`src/rtl/line_raster.sv`:
```
// Bresenham line rasterizer: takes one line command, emits one in-bounds
// frame-buffer write beat (linear address + colour) per visited point.
//   state   | meaning
//   S_IDLE  | waiting for a command
//   S_SETUP | compute deltas, error term and step directions
//   S_DRAW  | visit one point per free output slot
//   S_FLUSH | wait for the final beat to drain, then pulse O_DONE
module line_raster #(
  parameter int H_RES   = 640,
  parameter int V_RES   = 400,
  parameter int COORD_W = 10,
  parameter int ADDR_W  = 18,
  parameter int COLOR_W = 16
) (
  input  logic               I_CLK,
  input  logic               I_RST,
  input  logic               I_CMD_VALID,
  output logic               O_CMD_READY,
  input  logic [COORD_W-1:0] I_X0,
  input  logic [COORD_W-1:0] I_Y0,
  input  logic [COORD_W-1:0] I_X1,
  input  logic [COORD_W-1:0] I_Y1,
  input  logic [COLOR_W-1:0] I_COLOR,
  output logic               O_PIX_VALID,
  input  logic               I_PIX_READY,
  output logic [ADDR_W-1:0]  O_PIX_ADDR,
  output logic [COLOR_W-1:0] O_PIX_DATA,
  output logic [COORD_W-1:0] O_PIX_X,
  output logic [COORD_W-1:0] O_PIX_Y,
  output logic               O_BUSY,
  output logic               O_DONE
);

  localparam int EW = COORD_W + 2;

  typedef enum logic [1:0] {S_IDLE, S_SETUP, S_DRAW, S_FLUSH} state_t;
  state_t state_q, state_d;

  logic [COORD_W-1:0]    x0_q, y0_q, x1_q, y1_q, x_q, y_q;
  logic [COLOR_W-1:0]    color_q;
  logic signed [EW-1:0]  dx_q, dy_q, err_q;
  logic                  sx_q, sy_q;
  logic                  pix_valid_q, done_q;
  logic [ADDR_W-1:0]     pix_addr_q;
  logic [COLOR_W-1:0]    pix_data_q;
  logic [COORD_W-1:0]    pix_x_q, pix_y_q;

  logic                  slot_free, at_end, in_bounds, step_x, step_y;
  logic signed [EW:0]    e2, dx_e, dy_e;
  logic signed [EW-1:0]  err_step;
  logic [COORD_W-1:0]    adx, ady;
  logic [ADDR_W-1:0]     addr_c;

  assign slot_free = !pix_valid_q || I_PIX_READY;
  assign at_end    = (x_q == x1_q) && (y_q == y1_q);
  assign in_bounds = (x_q < COORD_W'(H_RES)) && (y_q < COORD_W'(V_RES));

  // e2 and the deltas share one width so the compares stay signed
  assign e2       = {err_q, 1'b0};
  assign dx_e     = {dx_q[EW-1], dx_q};
  assign dy_e     = {dy_q[EW-1], dy_q};
  assign step_x   = (e2 >= dy_e);
  assign step_y   = (e2 <= dx_e);
  assign err_step = err_q + (step_x ? dy_q : '0) + (step_y ? dx_q : '0);

  assign adx    = (x1_q >= x0_q) ? (x1_q - x0_q) : (x0_q - x1_q);
  assign ady    = (y1_q >= y0_q) ? (y1_q - y0_q) : (y0_q - y1_q);
  assign addr_c = ADDR_W'(y_q) * ADDR_W'(H_RES) + ADDR_W'(x_q);

  always_ff @(posedge I_CLK) begin
    if (I_RST) state_q <= S_IDLE;
    else       state_q <= state_d;
  end

  always_comb begin
    state_d = state_q;
    case (state_q)
      S_IDLE:  if (I_CMD_VALID) state_d = S_SETUP;
      S_SETUP: state_d = S_DRAW;
      S_DRAW:  if (slot_free && at_end) state_d = S_FLUSH;
      S_FLUSH: if (slot_free) state_d = S_IDLE;
      default: state_d = S_IDLE;
    endcase
  end

  always_comb begin
    O_CMD_READY = (state_q == S_IDLE);
    O_BUSY      = (state_q != S_IDLE);
  end

  always_ff @(posedge I_CLK) begin
    if (I_RST) begin
      x0_q <= '0; y0_q <= '0; x1_q <= '0; y1_q <= '0;
      x_q <= '0; y_q <= '0; color_q <= '0;
      dx_q <= '0; dy_q <= '0; err_q <= '0; sx_q <= 1'b0; sy_q <= 1'b0;
      pix_valid_q <= 1'b0; done_q <= 1'b0;
      pix_addr_q <= '0; pix_data_q <= '0; pix_x_q <= '0; pix_y_q <= '0;
    end else begin
      done_q <= 1'b0;
      case (state_q)
        S_IDLE: begin
          if (I_CMD_VALID) begin
            x0_q <= I_X0; y0_q <= I_Y0; x1_q <= I_X1; y1_q <= I_Y1;
            color_q <= I_COLOR;
          end
        end
        S_SETUP: begin
          dx_q  <= EW'(adx);
          dy_q  <= -EW'(ady);
          err_q <= EW'(adx) - EW'(ady);
          sx_q  <= (x0_q < x1_q);
          sy_q  <= (y0_q < y1_q);
          x_q   <= x0_q;
          y_q   <= y0_q;
        end
        S_DRAW: begin
          if (slot_free) begin
            // clipped points are visited but produce no beat
            pix_valid_q <= in_bounds;
            if (in_bounds) begin
              pix_addr_q <= addr_c;
              pix_data_q <= color_q;
              pix_x_q    <= x_q;
              pix_y_q    <= y_q;
            end
            if (!at_end) begin
              err_q <= err_step;
              if (step_x) x_q <= sx_q ? x_q + COORD_W'(1) : x_q - COORD_W'(1);
              if (step_y) y_q <= sy_q ? y_q + COORD_W'(1) : y_q - COORD_W'(1);
            end
          end
        end
        S_FLUSH: begin
          if (slot_free) begin
            pix_valid_q <= 1'b0;
            done_q      <= 1'b1;
          end
        end
        default: ;
      endcase
    end
  end

  assign O_PIX_VALID = pix_valid_q;
  assign O_PIX_ADDR  = pix_addr_q;
  assign O_PIX_DATA  = pix_data_q;
  assign O_PIX_X     = pix_x_q;
  assign O_PIX_Y     = pix_y_q;
  assign O_DONE      = done_q;

endmodule

```
`config.mk`:
```
export PLATFORM = sky130hd
export DESIGN_NAME = line_raster
export DESIGN_NICKNAME = d
export VERILOG_FILES = /design/src/rtl/line_raster.sv
export SDC_FILE = /design/constraint.sdc
export NUM_CORES = 1
export LEC_CHECK = 0
export ABC_AREA = 1
export CORE_MARGIN = 5
export CORE_UTILIZATION = 41
export CTS_CLUSTER_DIAMETER = 30
export CTS_CLUSTER_SIZE = 20
export DETAILED_ROUTE_END_ITERATION = 7
export PLACE_DENSITY = 0.62
export SLEW_MARGIN = 40
export SYNTH_ARGS = -nofsm -noshare
export SYNTH_HDL_FRONTEND = slang
export SYNTH_SLANG_ARGS = --single-unit
export TNS_END_PERCENT = 50
```
`constraint.sdc`:
```
create_clock -name I_CLK -period 6.4 [get_ports I_CLK]
set_input_delay 0.96 -clock I_CLK [delete_from_list [all_inputs] [get_ports I_CLK]]
set_output_delay 0.96 -clock I_CLK [all_outputs]
set_load 0.02 [all_outputs]
```
Word level (Yosys, flattened, before mapping)
Index checks and enable logic that the tools add are counted.
Widths: inputs -> output; s select.
- flip-flop bits (word level): 170
- output and inout port bits: 58
- bitwise operators: 1
- reduce and logical (&&, ||, !) cells: 17
- $add $sub $neg: 13
- $mul: 1
- $lt $le $gt $ge: 8
- equal/unequal tests: 12
- multiplexer cells: 25
- operator list (operator ; count):
    $mux 10 ; 11
    $pmux 10 s2 ; 2
    $sub 10x10->10 ; 4
    $mux 12 ; 3
    $pmux 12 s2 ; 1
    $add 10x1->10 const B ; 2
    $eq 10x10->1 ; 2
    $ge 10x10->1 ; 2
    $lt 10x10->1 ; 2
    $sub 10x1->10 const B ; 2
    $add 18x10->18 ; 1
    $ne 2x2->1 const B ; 7
    $ge 13x12->1 ; 1
    $le 13x11->1 ; 1
    $add 12x10->12 ; 1
    $add 12x12->12 ; 1
    $neg 10->12 ; 1
    $reduce_and 3->1 ; 4
    $mul 10x3->11 const B ; 1
    $sub 10x10->11 ; 1
    $lt 10x10->1 const B ; 1
    $lt 10x9->1 const B ; 1
    $pmux 2 s4 ; 1
    $reduce_and 4->1 ; 2
    other kinds (13) ; 22

Logic depth before layout (Yosys ltp)
- depth in word-level cells: 7
- mapped depth: 30

Least setup slack after synthesis
No wires, ideal clock.
- path kind: register -> register
- start point: register dy_q[11]
- end point: register err_q[11]
- data arrival time: 3619 ps
- clock period less this slack: 3689 ps
- setup slack: 2711 ps
- required time: 6330 ps
- stages on the path, launching flop included: 31
- setup time: 70 ps
- cell sequence: dfxtp_1 inv_1 ha_1 nand2_1 inv_1 nand2_1 nand2_1 a21oi_1 nand2_1 nand2_1 nand2_1 inv_1 clkbuf_1 nor2_1 fa_1 ha_1 inv_1 fa_1 inv_1 nand3_1 nand2_1 nand3_1 nand2_1 nand2_1 nand2_1 nand2_1 nand2_1 inv_1 nand2_1 nand3_1 a21oi_1
- cells in the longest elaborated chain, start to end: 7
- RTL lines (what ; RTL line ; source):
    start: declaration ; 41 ; logic signed [EW-1:0] dx_q, dy_q, err_q;
    start signal: assignment ; 109 ; dy_q <= -EW'(ady);
    $ge 13x12->1 ; 62 ; assign step_x = (e2 >= dy_e);
    $mux 12 (*) ; 64 ; assign err_step = err_q + (step_x ? dy_q : '0) + (step_y ? dx_q : '0);
    $add 12x12->12 (*) ; 64 ;
    $add 12x10->12 (*) ; 64 ;
    $mux 12 (*) ; 126 ; if (!at_end) begin
    $mux 12 (*) ; 117 ; if (slot_free) begin
    $pmux 12 s2 (*) ; 100 ; case (state_q)
    end signal: assignment ; 110 ; err_q <= EW'(adx) - EW'(ady);
    end signal: assignment ; 127 ; err_q <= err_step;
    end: declaration ; 41 ;
Every way passes the cells marked *; elsewhere a longest branch is shown, timed or not. The select of a mux whose other input is x is not followed.
A chain may end at the register's enable or synchronous reset.

Final worst setup path
Ends and elaborated chain as after synthesis.

==> out/results.ini <==
[sta]
fin_setup_tns_ns = 0
timing.max_slew.rel_slack = 0.5086
finClkSkew_ns = 0.02469
fmax_ghz = 0.2379
grt_setup_unrepaired = no
min_period_over_period = 0.6569
finalCriticalPeriod_ns = 4.204
setup_viol_count_final = 0
timing_hold_violations_final = 0
slew_viol_final = 0
worst-slew-pin-transition_ns = 0.7345

[place]
dp.final_hpwl_microns = 26720
globalplace.congestion = 0.9055
portBuffers = 117

[layout]
area_taken_by_multi_input_logic_gates_sq_mm = 0.007498
area.sequential_sq_mm = 0.003263
final_net_count = 2034
fraction_of_final_layout_cells_with_drive_strength_greater_than_1 = 0.04713
areaGrowthSynthToFinish_pct = 17.20
final.fill_count = 2931

[worst_setup_path]
critPathSlowestCell = sky130_fd_sc_hd__fa_1
timing.critical_path.to_type = flip-flop
worstRegToRegCells = 29
setup.reg_to_reg.worst_slack_ns = 2.20
critPathBufInv = 6
cp_max_fo = 11
critical_path_depth = 29
worst-setup-path-type = flip-flop to flip-flop
setup.worst_path.start_class = flip-flop
worst-endpoint-arrival_ns = 4.57
timing.critical_path.slowest_cell_delay_ns = 0.55
cpLargestDelayFamily = adder cells
critical_path_required_ns = 6.77
cpMostUsedCell = sky130_fd_sc_hd__nand2_1

[min_path]
holdCritPathClass = flip-flop to flip-flop
worstHoldPathCells = 2

[route]
via_count = 11440
drt_wl_total_microns = 35150
detailedRoute.firstIterationViolations = 639
met3_routed_length_microns = 1655
vias_per_cell = 5.126
wl_met2_microns = 16160
top_layer = met4
detail_route.first_pass.iterations = 5
wl_per_cell_microns = 15.75
antenna_left = 0
met1Wirelength_microns = 16680
post-route-drc-count = 0

[synthesis]
ys_seq_area_frac = 0.2720
xor_xnor_share_of_the_synthesized_area = 0.04599
synth-adder-area-share = 0.1596
postSynth.topFlopCell = sky130_fd_sc_hd__dfxtp_1
netlist_instances = 1758
synthMostInstantiatedCell = sky130_fd_sc_hd__nand2_1
synth_top_family_by_area = simple AND/OR/NAND/NOR gates
synth_edf_count = 0
syn_area_per_cell_sq_um = 6.824
synth.area.top_cells = sky130_fd_sc_hd__dfxtp_1 27%, sky130_fd_sc_hd__ha_1 13%, sky130_fd_sc_hd__nand2_1 11%, sky130_fd_sc_hd__o21ai_0 7.6%, sky130_fd_sc_hd__inv_1 7.5%
syn-num-nets = 1959
synth_mux_area_frac = 0
synth-compound-area-share = 0.1668
ys_seq_elements = 163
synthesis.area_sq_mm = 0.01200
yosysTopAreaCell = sky130_fd_sc_hd__dfxtp_1
number_of_different_library_cells_in_the_post_synthesis_netlist = 43
yosysWarningCount = 0
synth_async_sr_flop_share = 0
top_cell_types_by_occurrence_after_synthesis = 346 x sky130_fd_sc_hd__nand2_1, 241 x sky130_fd_sc_hd__inv_1, 182 x sky130_fd_sc_hd__o21ai_0
netlist.area_leader.share = 0.2720
post_synth_and_or_nand_nor_area_fraction = 0.2525

[floorplanning]
total_i_o_pin_count = 118
floorplan.die.height_microns = 181.1
fp-row-count = 62
floorplan.initialDensity = 0.4168
die-area_sq_mm = 0.03278
core_region_area_sq_mm = 0.02878
die_w_microns = 181.1

[clocking]
cts_setup_buffers = 0
holdBufCountCts = 0
post_cts_resize_count = 0
cts-buffers-inserted = 17
clockBufferDepth = 2
clkSlewWorstSetupHoldPaths_ns = 0.08
ctsRootBufferMaster = sky130_fd_sc_hd__clkbuf_16
numClockSinks = 163
worst_skew_pair.late_latency_ns = 0.45
cts.htree.levels = 4
cts_tree = built

[grt]
antenna_found_initial = 1
vias_in_the_first_global_route = 10920
global_route.usage.total = 0.2088
aggregate_global_routing_overflow = 0
grt_pass1_wl_microns = 56420
grt_max_degree = 101

[run_status]
outcome = finished, final reports clean

[flow_run]
drv_cap = 0

-- metal layers --
| metal | track usage | up-vias |
|---|---|---|
| li1 | - | 5848 |
| met1 | 0.2840 | 5305 |
| met2 | 0.3457 | 244 |
| met3 | 0.03780 | 38 |
| met4 | 0.05014 | 0 |
| met5 | 0 | - |
-- layout make-up --
class,count,share of cell area
tap,384,0.03417
clock inverter,15,0.01620
sequential,163,0.2321
multi-input combinational,1279,0.5333
clock buffer,17,0.03026
timing repair buffer,124,0.08730
antenna,1,0.0001780
inverter,248,0.06648
-- path summary, 6_finish.rpt --
path / end / start
worst min register to register: O_PIX_Y[9] / O_PIX_Y[9]
worst max-delay path: err_q[11] / dy_q[11]
worst min-delay path: O_PIX_Y[9] / O_PIX_Y[9]
worst max register to register: err_q[11] / dy_q[11]
-- layout by cell type (no fill, tap or decap), drive strengths merged --
cell / Yosys / routed
nand2: 367 / 367
inv: 247 / 251
nor2: 184 / 184
o21ai: 183 / 183
a21oi: 170 / 170
dfxtp: 163 / 163
ha: 121 / 121
clkdlybuf4s50: 0 / 117
nand3: 94 / 94
xor2: 39 / 39
xnor2: 24 / 24
nand4: 24 / 24
fa: 20 / 20
clkbuf: 44 / 17
a31oi: 12 / 12
clkinv: 1 / 11
nor3: 10 / 10
buf: 24 / 7
o21bai: 6 / 6
nand3b: 4 / 4
o22ai: 4 / 4
a21o: 3 / 3
o211ai: 3 / 3
or2: 3 / 3
nor4: 2 / 2
diode: 0 / 1
a211o: 1 / 1
and2: 1 / 1
o311ai: 1 / 1
a211oi: 1 / 1
a221o: 1 / 1
a221oi: 1 / 1
bufinv: 0 / 1
-- worst reg2reg max path: cells and delay by family (launching register included) --
| kind | cells | cell delay (ns) |
|---|---|---|
| adder cells (fa/ha/maj) | 4 | 1.48 |
| AND/OR/NAND/NOR | 17 | 1.32 |
| buffers and inverters | 6 | 0.67 |
| flip-flops | 1 | 0.38 |
| AO/OA/AOI/OAI | 2 | 0.29 |
-- state kept, by name, indices dropped and copies added (netlist names) --
signal	cells
O_DONE	1
O_PIX_ADDR	18
O_PIX_DATA	16
O_PIX_VALID	1
O_PIX_X	3
O_PIX_Y	10
color_q	16
dx_q	10
dy_q	12
err_q	12
state_q	2
sx_q	1
sy_q	1
x0_q	10
x1_q	10
x_q	10
y0_q	10
y1_q	10
y_q	10
-- cells by family (layout without fill, tap and decap cells) --
kind of cell | after synthesis | after routing
AOI/OAI and AO/OA | 386 | 386
xor gates and xnor gates | 63 | 63
adders and majority gates | 141 | 141
buffers and inverters | 316 | 404
DFF | 163 | 163
other | 0 | 1
and+or+nand+nor | 689 | 689
-- stage by stage --
stage | instance area (sq um) | hold slack (ns) | instances | setup slack, ns | utilization
3_3_place_gp | 13400 | 0.4327 | 2198 | 2.340 | 0.4655
3_5_place_dp | 13400 | 0.4454 | 2198 | 2.261 | 0.4656
2_1_floorplan | 12000 | 0.4495 | 1758 | 2.711 | -
4_1_cts | 14050 | 0.4588 | 2230 | 2.215 | 0.4883
5_1_grt | 14060 | 0.4845 | 2230 | 1.816 | 0.4884
6_report | 14060 | 0.4539 | 2231 | 2.196 | 0.4885
Power is left out: the tool's default activity adds up to more than one toggle a clock period on the data nets, which glitch-free logic cannot reach.
